`src/rtl/multicycle_ctrl_pkg.sv`:
```
// Shared encodings for the multi-cycle control FSM: states, opcodes, functs, ALU codes, PC sources.
package ctrl_pkg;

  typedef enum logic [2:0] {
    S_IF   = 3'd0,
    S_ID   = 3'd1,
    S_EX   = 3'd2,
    S_MEM  = 3'd3,
    S_WB   = 3'd4,
    S_PC   = 3'd5,
    S_HALT = 3'd6
  } state_e;

  typedef enum logic [2:0] {
    C_R, C_LW, C_SW, C_BEQ, C_J, C_HALT, C_ILL
  } iclass_e;

  localparam logic [5:0] OP_RTYPE = 6'b000000;
  localparam logic [5:0] OP_LW    = 6'b100011;
  localparam logic [5:0] OP_SW    = 6'b101011;
  localparam logic [5:0] OP_BEQ   = 6'b000100;
  localparam logic [5:0] OP_J     = 6'b000010;
  localparam logic [5:0] OP_HALT  = 6'b111111;

  localparam logic [5:0] FN_ADD = 6'b100000;
  localparam logic [5:0] FN_SUB = 6'b100010;
  localparam logic [5:0] FN_AND = 6'b100100;
  localparam logic [5:0] FN_OR  = 6'b100101;
  localparam logic [5:0] FN_XOR = 6'b100110;
  localparam logic [5:0] FN_SLT = 6'b101010;

  localparam logic [2:0] ALU_ADD = 3'b001;
  localparam logic [2:0] ALU_SUB = 3'b010;
  localparam logic [2:0] ALU_AND = 3'b011;
  localparam logic [2:0] ALU_OR  = 3'b100;
  localparam logic [2:0] ALU_XOR = 3'b101;
  localparam logic [2:0] ALU_SLT = 3'b110;
  localparam logic [2:0] ALU_JMP = 3'b111;

  localparam logic [1:0] PC_SRC_SEQ    = 2'd0;
  localparam logic [1:0] PC_SRC_BRANCH = 2'd1;
  localparam logic [1:0] PC_SRC_ALU    = 2'd2;

  // Legality comes from the decoder so R-type funct checking lives in one place.
  function automatic iclass_e classify(input logic [5:0] opcode, input logic legal);
    iclass_e c;
    c = C_ILL;
    if (legal) begin
      case (opcode)
        OP_RTYPE: c = C_R;
        OP_LW:    c = C_LW;
        OP_SW:    c = C_SW;
        OP_BEQ:   c = C_BEQ;
        OP_J:     c = C_J;
        OP_HALT:  c = C_HALT;
        default:  c = C_ILL;
      endcase
    end
    return c;
  endfunction

endpackage

```
`src/rtl/multicycle_ctrl_if.sv`:
```
// Control-to-datapath bundle: memory handshake, ALU/regfile/PC strobes and status.
interface multicycle_ctrl_if #(parameter int RETIRE_W = 32);
  logic [31:0]         mem_rdata;
  logic                mem_ack;
  logic                alu_zero;
  logic                mem_req;
  logic                mem_we;
  logic                mem_addr_sel;
  logic [31:0]         ir;
  logic [2:0]          alu_op;
  logic                alu_src_b;
  logic                reg_write;
  logic                reg_dst;
  logic                mem_to_reg;
  logic                pc_write;
  logic [1:0]          pc_src;
  logic [2:0]          state;
  logic                halted;
  logic                illegal;
  logic [RETIRE_W-1:0] retired;

  modport master (
    input  mem_rdata, mem_ack, alu_zero,
    output mem_req, mem_we, mem_addr_sel, ir, alu_op, alu_src_b, reg_write,
           reg_dst, mem_to_reg, pc_write, pc_src, state, halted, illegal, retired
  );

  modport slave (
    output mem_rdata, mem_ack, alu_zero,
    input  mem_req, mem_we, mem_addr_sel, ir, alu_op, alu_src_b, reg_write,
           reg_dst, mem_to_reg, pc_write, pc_src, state, halted, illegal, retired
  );
endinterface

```
`src/rtl/multicycle_ctrl_alu_op_decode.sv`:
```
// Combinational (opcode, funct) -> (EX-state ALU opcode, legal). No state, zero latency.
module alu_op_decode
  import ctrl_pkg::*;
(
  input  logic [5:0] opcode_i,
  input  logic [5:0] funct_i,
  output logic [2:0] alu_op_o,
  output logic       legal_o
);

  always_comb begin
    alu_op_o = ALU_ADD;
    legal_o  = 1'b1;
    case (opcode_i)
      OP_RTYPE: begin
        case (funct_i)
          FN_ADD:  alu_op_o = ALU_ADD;
          FN_SUB:  alu_op_o = ALU_SUB;
          FN_AND:  alu_op_o = ALU_AND;
          FN_OR:   alu_op_o = ALU_OR;
          FN_XOR:  alu_op_o = ALU_XOR;
          FN_SLT:  alu_op_o = ALU_SLT;
          default: legal_o  = 1'b0;
        endcase
      end
      OP_LW, OP_SW, OP_HALT: alu_op_o = ALU_ADD;
      OP_BEQ:                alu_op_o = ALU_SUB;
      OP_J:                  alu_op_o = ALU_JMP;
      default:               legal_o  = 1'b0;
    endcase
  end

endmodule

```
`src/rtl/multicycle_ctrl.sv`:
```
// Multi-cycle IF/ID/EX/MEM/WB/PC control FSM; 2..5 cycles per instruction plus one per mem_ack-low cycle.
// Stalls in IF/MEM holding mem_req/mem_we/mem_addr_sel steady until mem_ack.
module multicycle_ctrl
  import ctrl_pkg::*;
#(
  parameter int RETIRE_W = 32
) (
  input  logic           clk,
  input  logic           reset,
  multicycle_ctrl_if.master bus
);

  state_e              state_q, state_d;
  logic [31:0]         ir_q, ir_d;
  logic [RETIRE_W-1:0] retired_q, retired_d;
  logic                halted_q, halted_d;
  logic                illegal_q, illegal_d;

  logic [2:0] dec_alu_op;
  logic       dec_legal;
  iclass_e    cls;

  alu_op_decode u_dec (
    .opcode_i (ir_q[31:26]),
    .funct_i  (ir_q[5:0]),
    .alu_op_o (dec_alu_op),
    .legal_o  (dec_legal)
  );

  assign cls = classify(ir_q[31:26], dec_legal);

  always_comb begin
    state_d   = state_q;
    ir_d      = ir_q;
    retired_d = retired_q;
    halted_d  = halted_q;
    illegal_d = illegal_q;
    case (state_q)
      S_IF: begin
        if (bus.mem_ack) begin
          ir_d    = bus.mem_rdata;
          state_d = S_ID;
        end
      end
      S_ID: begin
        if (cls == C_HALT) begin
          halted_d = 1'b1;
          state_d  = S_HALT;
        end else if (cls == C_ILL) begin
          illegal_d = 1'b1;
          state_d   = S_IF;
        end else begin
          state_d = S_EX;
        end
      end
      S_EX: begin
        case (cls)
          C_R:        state_d = S_WB;
          C_LW, C_SW: state_d = S_MEM;
          default:    state_d = S_PC;
        endcase
      end
      S_MEM: begin
        if (bus.mem_ack) begin
          if (cls == C_SW) begin
            state_d   = S_IF;
            retired_d = retired_q + RETIRE_W'(1);
          end else begin
            state_d = S_WB;
          end
        end
      end
      S_WB, S_PC: begin
        state_d   = S_IF;
        retired_d = retired_q + RETIRE_W'(1);
      end
      S_HALT:  state_d = S_HALT;
      default: state_d = S_IF;
    endcase
  end

  // Reset drops any in-flight request; outputs are decoded from state, so no strobe survives it.
  always_ff @(posedge clk) begin
    if (reset) begin
      state_q   <= S_IF;
      ir_q      <= '0;
      retired_q <= '0;
      halted_q  <= 1'b0;
      illegal_q <= 1'b0;
    end else begin
      state_q   <= state_d;
      ir_q      <= ir_d;
      retired_q <= retired_d;
      halted_q  <= halted_d;
      illegal_q <= illegal_d;
    end
  end

  always_comb begin
    bus.mem_req      = 1'b0;
    bus.mem_we       = 1'b0;
    bus.mem_addr_sel = 1'b0;
    bus.alu_op       = ALU_ADD;
    bus.alu_src_b    = 1'b0;
    bus.reg_write    = 1'b0;
    bus.reg_dst      = 1'b0;
    bus.mem_to_reg   = 1'b0;
    bus.pc_write     = 1'b0;
    bus.pc_src       = PC_SRC_SEQ;
    case (state_q)
      S_IF: bus.mem_req = 1'b1;
      S_ID: bus.pc_write = 1'b1;
      S_EX: begin
        bus.alu_op    = dec_alu_op;
        bus.alu_src_b = (cls == C_LW) || (cls == C_SW);
      end
      S_MEM: begin
        bus.mem_req      = 1'b1;
        bus.mem_addr_sel = 1'b1;
        bus.mem_we       = (cls == C_SW);
      end
      S_WB: begin
        bus.reg_write  = 1'b1;
        bus.reg_dst    = (cls == C_R);
        bus.mem_to_reg = (cls == C_LW);
      end
      S_PC: begin
        if (cls == C_BEQ) begin
          bus.pc_src   = PC_SRC_BRANCH;
          bus.pc_write = bus.alu_zero;
        end else begin
          bus.pc_src   = PC_SRC_ALU;
          bus.pc_write = 1'b1;
        end
      end
      default: ;
    endcase
  end

  assign bus.ir      = ir_q;
  assign bus.state   = state_q;
  assign bus.halted  = halted_q;
  assign bus.illegal = illegal_q;
  assign bus.retired = retired_q;

endmodule

```
`src/flat_wrapper.sv`:
```
// flat-port wrapper written by rule: the top's interface ports become plain ports
module multicycle_ctrl_flat import ctrl_pkg::*;
#(
  parameter int RETIRE_W = 32
)
  (clk, reset, bus_mem_rdata, bus_mem_ack, bus_alu_zero, bus_mem_req, bus_mem_we, bus_mem_addr_sel, bus_ir, bus_alu_op, bus_alu_src_b, bus_reg_write, bus_reg_dst, bus_mem_to_reg, bus_pc_write, bus_pc_src, bus_state, bus_halted, bus_illegal, bus_retired);
  multicycle_ctrl_if #(.RETIRE_W(RETIRE_W)) bus_i ();
  input  logic clk;
  input  logic reset;
  input wire logic [$bits(bus_i.mem_rdata)-1:0] bus_mem_rdata;
  input wire logic [$bits(bus_i.mem_ack)-1:0] bus_mem_ack;
  input wire logic [$bits(bus_i.alu_zero)-1:0] bus_alu_zero;
  output wire logic [$bits(bus_i.mem_req)-1:0] bus_mem_req;
  output wire logic [$bits(bus_i.mem_we)-1:0] bus_mem_we;
  output wire logic [$bits(bus_i.mem_addr_sel)-1:0] bus_mem_addr_sel;
  output wire logic [$bits(bus_i.ir)-1:0] bus_ir;
  output wire logic [$bits(bus_i.alu_op)-1:0] bus_alu_op;
  output wire logic [$bits(bus_i.alu_src_b)-1:0] bus_alu_src_b;
  output wire logic [$bits(bus_i.reg_write)-1:0] bus_reg_write;
  output wire logic [$bits(bus_i.reg_dst)-1:0] bus_reg_dst;
  output wire logic [$bits(bus_i.mem_to_reg)-1:0] bus_mem_to_reg;
  output wire logic [$bits(bus_i.pc_write)-1:0] bus_pc_write;
  output wire logic [$bits(bus_i.pc_src)-1:0] bus_pc_src;
  output wire logic [$bits(bus_i.state)-1:0] bus_state;
  output wire logic [$bits(bus_i.halted)-1:0] bus_halted;
  output wire logic [$bits(bus_i.illegal)-1:0] bus_illegal;
  output wire logic [$bits(bus_i.retired)-1:0] bus_retired;
  assign bus_i.mem_rdata = bus_mem_rdata;
  assign bus_i.mem_ack = bus_mem_ack;
  assign bus_i.alu_zero = bus_alu_zero;
  assign bus_mem_req = bus_i.mem_req;
  assign bus_mem_we = bus_i.mem_we;
  assign bus_mem_addr_sel = bus_i.mem_addr_sel;
  assign bus_ir = bus_i.ir;
  assign bus_alu_op = bus_i.alu_op;
  assign bus_alu_src_b = bus_i.alu_src_b;
  assign bus_reg_write = bus_i.reg_write;
  assign bus_reg_dst = bus_i.reg_dst;
  assign bus_mem_to_reg = bus_i.mem_to_reg;
  assign bus_pc_write = bus_i.pc_write;
  assign bus_pc_src = bus_i.pc_src;
  assign bus_state = bus_i.state;
  assign bus_halted = bus_i.halted;
  assign bus_illegal = bus_i.illegal;
  assign bus_retired = bus_i.retired;
  multicycle_ctrl #(.RETIRE_W(RETIRE_W)) u_core (.clk(clk), .reset(reset), .bus(bus_i));
endmodule
```
`config.mk`:
```
export PLATFORM = sky130hd
export DESIGN_NAME = multicycle_ctrl_flat
export DESIGN_NICKNAME = d
export VERILOG_FILES = /design/src/rtl/multicycle_ctrl_pkg.sv /design/src/rtl/multicycle_ctrl_if.sv /design/src/rtl/multicycle_ctrl_alu_op_decode.sv /design/src/rtl/multicycle_ctrl.sv /design/src/flat_wrapper.sv
export SDC_FILE = /design/constraint.sdc
export NUM_CORES = 1
export LEC_CHECK = 0
export BUFFER_PORTS_ARGS = -buffer_cell sky130_fd_sc_hd__buf_2
export CAP_MARGIN = 15
export CORE_ASPECT_RATIO = 0.8
export CORE_UTILIZATION = 50
export CTS_BUF_LIST = sky130_fd_sc_hd__clkbuf_4
export DETAILED_ROUTE_END_ITERATION = 7
export PLACE_DENSITY = 0.81
export SETUP_SLACK_MARGIN = 0.15
export SYNTH_ARGS = -nofsm -noshare
export SYNTH_HDL_FRONTEND = slang
export SYNTH_SLANG_ARGS = --single-unit
```
`constraint.sdc`:
```
create_clock -name clk -period 2.45 [get_ports clk]
set_input_delay 0.49 -clock clk [delete_from_list [all_inputs] [get_ports clk]]
set_output_delay 0.49 -clock clk [all_outputs]
set_load 0.02 [all_outputs]
```
---- Word-level counts from Yosys, hierarchy flattened ----
Cells that the tools add are included.
cells by class
  add/subtract/negate cells ............... 1
  equal/unequal tests ..................... 25
  bitwise logic cells ..................... 1
  reductions and logical operators ........ 15
  multiplexer cells ....................... 28
operators by type and width
  kind                     count
  $mux W32                 2
  $pmux W32 S2             1
  $eq A6 B6 Y1 const B     9
  $add A32 B1 Y32 const B  1
  $pmux W3 S5              2
  $mux W3                  6
  $pmux W3 S6              1
  $eq A3 B3 Y1 const B     5
  $eq A3 B2 Y1 const B     4
  $mux W1                  9
  $pmux W3 S3              1
  $eq A3 B1 Y1 const B     2
  $eq A6 B2 Y1 const B     1
  $eq A6 B3 Y1 const B     1
  $logic_not A3 Y1         2
  $logic_not A6 Y1         1
  $mux W2                  3
  $pmux W3 S2              1
  $reduce_and A2 Y1        3
  $reduce_and A3 Y1        2
  $reduce_or A2 Y1         3
  $reduce_or A6 Y1         1
  $reduce_or A5 Y1         1
  $ne A2 B2 Y1 const B     2
  5 further kinds          6
storage, ports and cells
  bits in registers ....................... 69
  input bits .............................. 36
  logic and storage cells ................. 75

---- Logic depth before layout (Yosys ltp) ----
  depth in word-level cells ............... 9
  depth in mapped cells ................... 7
  gate-level depth less buffers ........... 5

---- Modules after synthesis ----
Synthesis repeated with hierarchy kept, for this count alone.
second synthesis, totals
  cells, all modules ...................... 439
  area, all modules ....................... 3,435.8 um^2
modules (own cells, without submodules)
  module           area an instance (um^2)  instances  cells each
  multicycle_ctrl  3,261.9                  1          411
  alu_op_decode    173.9                    1          28

---- Least setup slack after synthesis ----
OpenSTA, ideal clock, no wires.
  kind .................................... register to output
  from .................................... register u_core.ir_q[2], in the netlist u_core.bus.ir[2]
  to ...................................... output port bus_alu_op[1]
  slack ................................... 0.232 ns
  cell stages (with the launch flop) ...... 6
  data arrival time ....................... 1.728 ns
  cells stage by stage .................... dfxtp_1 -> nor3b_1 -> a21oi_1 -> nor3b_1 -> nor3_1 -> a211oi_1
between the ends
  longest elaborated chain between the ends .. 4
RTL lines
  what                      RTL line                             RTL
  start: declaration        multicycle_ctrl.sv:14                logic [31:0] ir_q, ir_d;
  start signal: assignment  multicycle_ctrl.sv:92                ir_q <= ir_d;
  $eq A6 B6 Y1              multicycle_ctrl_alu_op_decode.sv:16  case (funct_i)
  $pmux W3 S5 *             multicycle_ctrl_alu_op_decode.sv:16
  $pmux W3 S3 *             multicycle_ctrl_alu_op_decode.sv:14  case (opcode_i)
  $mux W3 *                 multicycle_ctrl.sv:110               case (state_q)
  end: declaration          flat_wrapper.sv:17                   output wire logic [$bits(bus_i.alu_op)-1:0] bus_alu_op;
Mark *: on every way between the ends. The rest lies on a longest branch, timed or not.

---- Final worst setup path ----
  from .................................... register u_core.ir_q[26], in the netlist u_core.bus.ir[26]
  to ...................................... output port bus_alu_op[2]
between the ends
  longest elaborated chain between the ends .. 3
RTL lines
  what                                        RTL line
  $eq A6 B2 Y1, or another cell as far along  multicycle_ctrl_alu_op_decode.sv:14
  $pmux W3 S3 *                               multicycle_ctrl_alu_op_decode.sv:14
  $mux W3 *                                   multicycle_ctrl.sv:110
Marks and branches as above.

==> results.yml <==
sta:
  slew_headroom: 0.485
  setup_viol_count_final: 0
  maxClockFrequency_ghz: 0.422
  slew_violations: 0
  fin_setup_tns_ns: 0
  finalCritPeriodShare: 0.966
  layout_setup_ws_ns: 0.0821
  timing.clock.skew_ns: 0.0175
  hold-worst-slack_ns: 0.295
  post-route-min-period_ns: 2.37
  rsz_0062_raised_after_global_routing: "yes"
  hold_violations: 0
  timing_worst_slew_pin_value_ns: 0.753
route:
  routed_via_density: 5.63
  remaining_antenna_violation_count_after_routing: 0
  drtPass1Iterations: 4
  routed_wl_um: 8790
  wire_per_inst_um: 14.1
  detail_route.iter0.violations: 158
  drc: 0
  via_count: 3503
placement:
  port-buffer-count: 117
  preCtsSetupSlack_ns: 0.316
  dpl.hpwl_um: 6190
  gp_congestion: 0.830
synthesis:
  synth_nets: 450
  synth-edff-count: 0
  netlist_cell_types: 43
  syn-cell-area_um2: 3230
  postSynthAreaPerCell_um2: 7.81
  ys_ff_latch: 69
  portion_of_the_post_synthesis_area_used_by_sequential_elements: 0.428
  ys_dominant_reg_cell: "sky130_fd_sc_hd__dfxtp_1"
  warnings_from_yosys: 0
  synthCells: 413
  synth_async_sr_flop_share: 0
global_route:
  first_pass_grt_wire_length_um: 14300
  grt_start_max_net_pins: 34
  via_count_of_the_first_global_routing_pass: 3112
  grt.overflow.total: 0
  global_route.usage.total: 0.267
  initial_antenna_violation_count: 0
final_layout:
  register_area_um2: 1390
  final_nets: 574
  antenna_cells_inserted: 0
  finish.utilization: 0.686
  layout_filler_cell_count: 521
  syn2layout_area_growth_pct: 29.0
  multi_input_comb_area_um2: 1750
  final_layout_size_suffix_gt1_frac: 0.322
min_path:
  holdPathEnd: "u_core.bus.ir[2]$_SDFFE_PP0P_"
  worst_hold_startpoint: "bus_mem_rdata[2]"
  hold_depth: 3
  holdCritPathClass: "in2reg"
critical_path:
  first_element_of_the_critical_path: "u_core.bus.ir[26]$_SDFFE_PP0P_"
  regToRegSetupSlack_ns: 0.25
  cp.required_ns: 1.96
  cp_data_arrival_time_ns: 1.88
  path_max_fanout: 3
  rr_worst_depth: 11
  setup.worst_path.start_class: "register"
  criticalPathCategory: "reg2out"
  r2r_end: "u_core.bus.state[0]$_SDFFE_PP0P_"
  end_kind: "primary output"
  regToRegStartpoint: "u_core.bus.ir[26]$_SDFFE_PP0P_"
floorplanning:
  fp.dieW_um: 91.8
  core_ar_um2: 6070
  design.die.area_um2: 6780
  design.portCount: 118
  floorplan.initialDensity: 0.532
  vertical_die_dimension_um: 73.9
  fp-row-count: 25
cts:
  cts_hold_repair.buffers: 0
  cts-root-buf: "sky130_fd_sc_hd__clkbuf_4"
  clkTransAtPathRegs_ns: 0.12
  tritoncts: "built"
  clock_sink_count: 69
  cts_max_level: 3
  cts.path.max_buffers: 2
  source_to_sink_clock_delay_at_the_later_pin_of_the_worst_skew_pair_ns: 0.41
  cts-buffers-inserted: 9
power_and_ir_drop:
  power.density_cell_area_nw_per_um2: 505
  leakage_nw: 1.74
  post-layout-total-power_mw: 2.10
  vdd.ir_drop.worst_v: 0.000352
flow_run:
  cap_viol_max_count: 0
status:
  run_status: "finished clean"
[flip-flops by register name, indices dropped and copies added, names as in the netlist]
name                cells
u_core.bus.retired     32
u_core.bus.halted       1
u_core.bus.illegal      1
u_core.bus.state        3
u_core.bus.ir          32
[worst max-delay path: stages (launching register included)]
cell and delay (ns):
sky130_fd_sc_hd__dfxtp_4 0.36, sky130_fd_sc_hd__or4_4 0.57, sky130_fd_sc_hd__nor4_1 0.32, sky130_fd_sc_hd__buf_2 0.23
[power breakdown]
group,total (mW),leakage [nW],internal (mW),switching (mW)
clock network,0.612,0.0646,0.232,0.380
registers,1.19,0.564,1.16,0.0281
logic,0.304,1.12,0.118,0.186
[logic make-up (layout without fill, tap and decap cells)]
family	count (synthesis)	in the layout	synth area share
AOI/OAI and AO/OA	105	105	0.195
xor gates and xnor gates	15	15	0.0407
and+or+nand+nor	188	188	0.289
buffers and inverters	35	163	0.0430
adders and majority gates	1	1	0.00388
DFF	69	69	0.428
[repair_timing]
action                                  in CTS  in global routing
pin swaps                                    2                  4
gates resized for setup                     12                 12
buffers inserted                             9                  1
endpoints found under the setup margin       7                  7
[metrics by stage]
stage          instance area (µm²)  std cells
2_1_floorplan                 3230        413
3_3_place_gp                  3910        597
3_5_place_dp                  3910        597
4_1_cts                       4110        621
5_1_grt                       4160        622
6_report                      4160        622
[synthesized netlist by cell type, types with 2 or more instances]
cell | instances | area share
sky130_fd_sc_hd__nand2_1 | 86 | 0.10
sky130_fd_sc_hd__dfxtp_1 | 69 | 0.43
sky130_fd_sc_hd__a21oi_1 | 59 | 0.092
sky130_fd_sc_hd__clkbuf_1 | 23 | 0.027
sky130_fd_sc_hd__nor2_1 | 23 | 0.027
sky130_fd_sc_hd__o21ai_0 | 15 | 0.023
sky130_fd_sc_hd__xnor2_1 | 14 | 0.038
sky130_fd_sc_hd__nand3_1 | 11 | 0.017
sky130_fd_sc_hd__or3_1 | 11 | 0.021
sky130_fd_sc_hd__nand4_1 | 8 | 0.016
sky130_fd_sc_hd__or4_1 | 8 | 0.019
sky130_fd_sc_hd__a211oi_1 | 7 | 0.016
sky130_fd_sc_hd__and3_1 | 7 | 0.014
sky130_fd_sc_hd__inv_1 | 7 | 0.0081
sky130_fd_sc_hd__nand2b_1 | 7 | 0.014
sky130_fd_sc_hd__o31ai_1 | 6 | 0.014
sky130_fd_sc_hd__nor3_1 | 5 | 0.0078
sky130_fd_sc_hd__a2111oi_0 | 4 | 0.011
sky130_fd_sc_hd__and4_1 | 4 | 0.011
sky130_fd_sc_hd__nor2b_1 | 4 | 0.0078
sky130_fd_sc_hd__nor4_1 | 4 | 0.0078
sky130_fd_sc_hd__buf_2 | 3 | 0.0047
sky130_fd_sc_hd__nand3b_1 | 3 | 0.0070
sky130_fd_sc_hd__nor3b_1 | 3 | 0.0070
sky130_fd_sc_hd__a2111oi_2 | 2 | 0.0093
sky130_fd_sc_hd__a21o_1 | 2 | 0.0047
sky130_fd_sc_hd__o211ai_1 | 2 | 0.0047
[how the worst max path moves through the flow]
stage                                               end  slack (ns)  cells past startpoint
floorplan                                 bus_alu_op[1]        0.23                      5
global placement    u_core.bus.retired[31]$_SDFFE_PP0P_        0.40                      5
detailed placement  u_core.bus.retired[31]$_SDFFE_PP0P_        0.32                      5
CTS                                         bus_reg_dst        0.12                      5
global route                              bus_alu_op[0]       -0.05                      6
finish                                    bus_alu_op[2]        0.08                      3
[cells in the final DEF (no fill, tap or decap), drive strengths merged, types with 2 or more instances in the layout]
cell,Yosys,routed
nand2b,7,7
dfxtp,69,69
nand3,12,12
and4,4,4
nand3b,3,3
clkinv,0,3
nor3b,3,3
o31ai,6,6
a21o,2,2
a21oi,59,59
nor2b,4,4
nor2,23,23
nor3,5,5
nor4,4,4
a211oi,7,7
inv,7,7
o211ai,2,2
or3,11,11
clkbuf,23,12
nand4,9,9
a2111oi,6,6
or4,8,8
o21ai,15,15
xnor2,14,14
and3,7,7
nand2,86,86
buf,5,141
[area by class of cell]
class | instances | area share
Multi-Input combinational cell | 309 | 0.420
Tap cell | 81 | 0.0244
Clock inverter | 3 | 0.00331
Timing Repair Buffer | 141 | 0.189
Inverter | 7 | 0.00631
Sequential cell | 69 | 0.335
Clock buffer | 12 | 0.0216
[routing by layer]
layer / vias to the layer above / global-route usage / wire [µm]
met5: - / 0 / 0
li1: 1719 / - / -
met2: 126 / 0.440 / 4150
met4: 0 / 0.109 / 227
met1: 1636 / 0.342 / 3910
met3: 22 / 0.0600 / 499
Note: power is estimated with default switching activity, not from simulation.
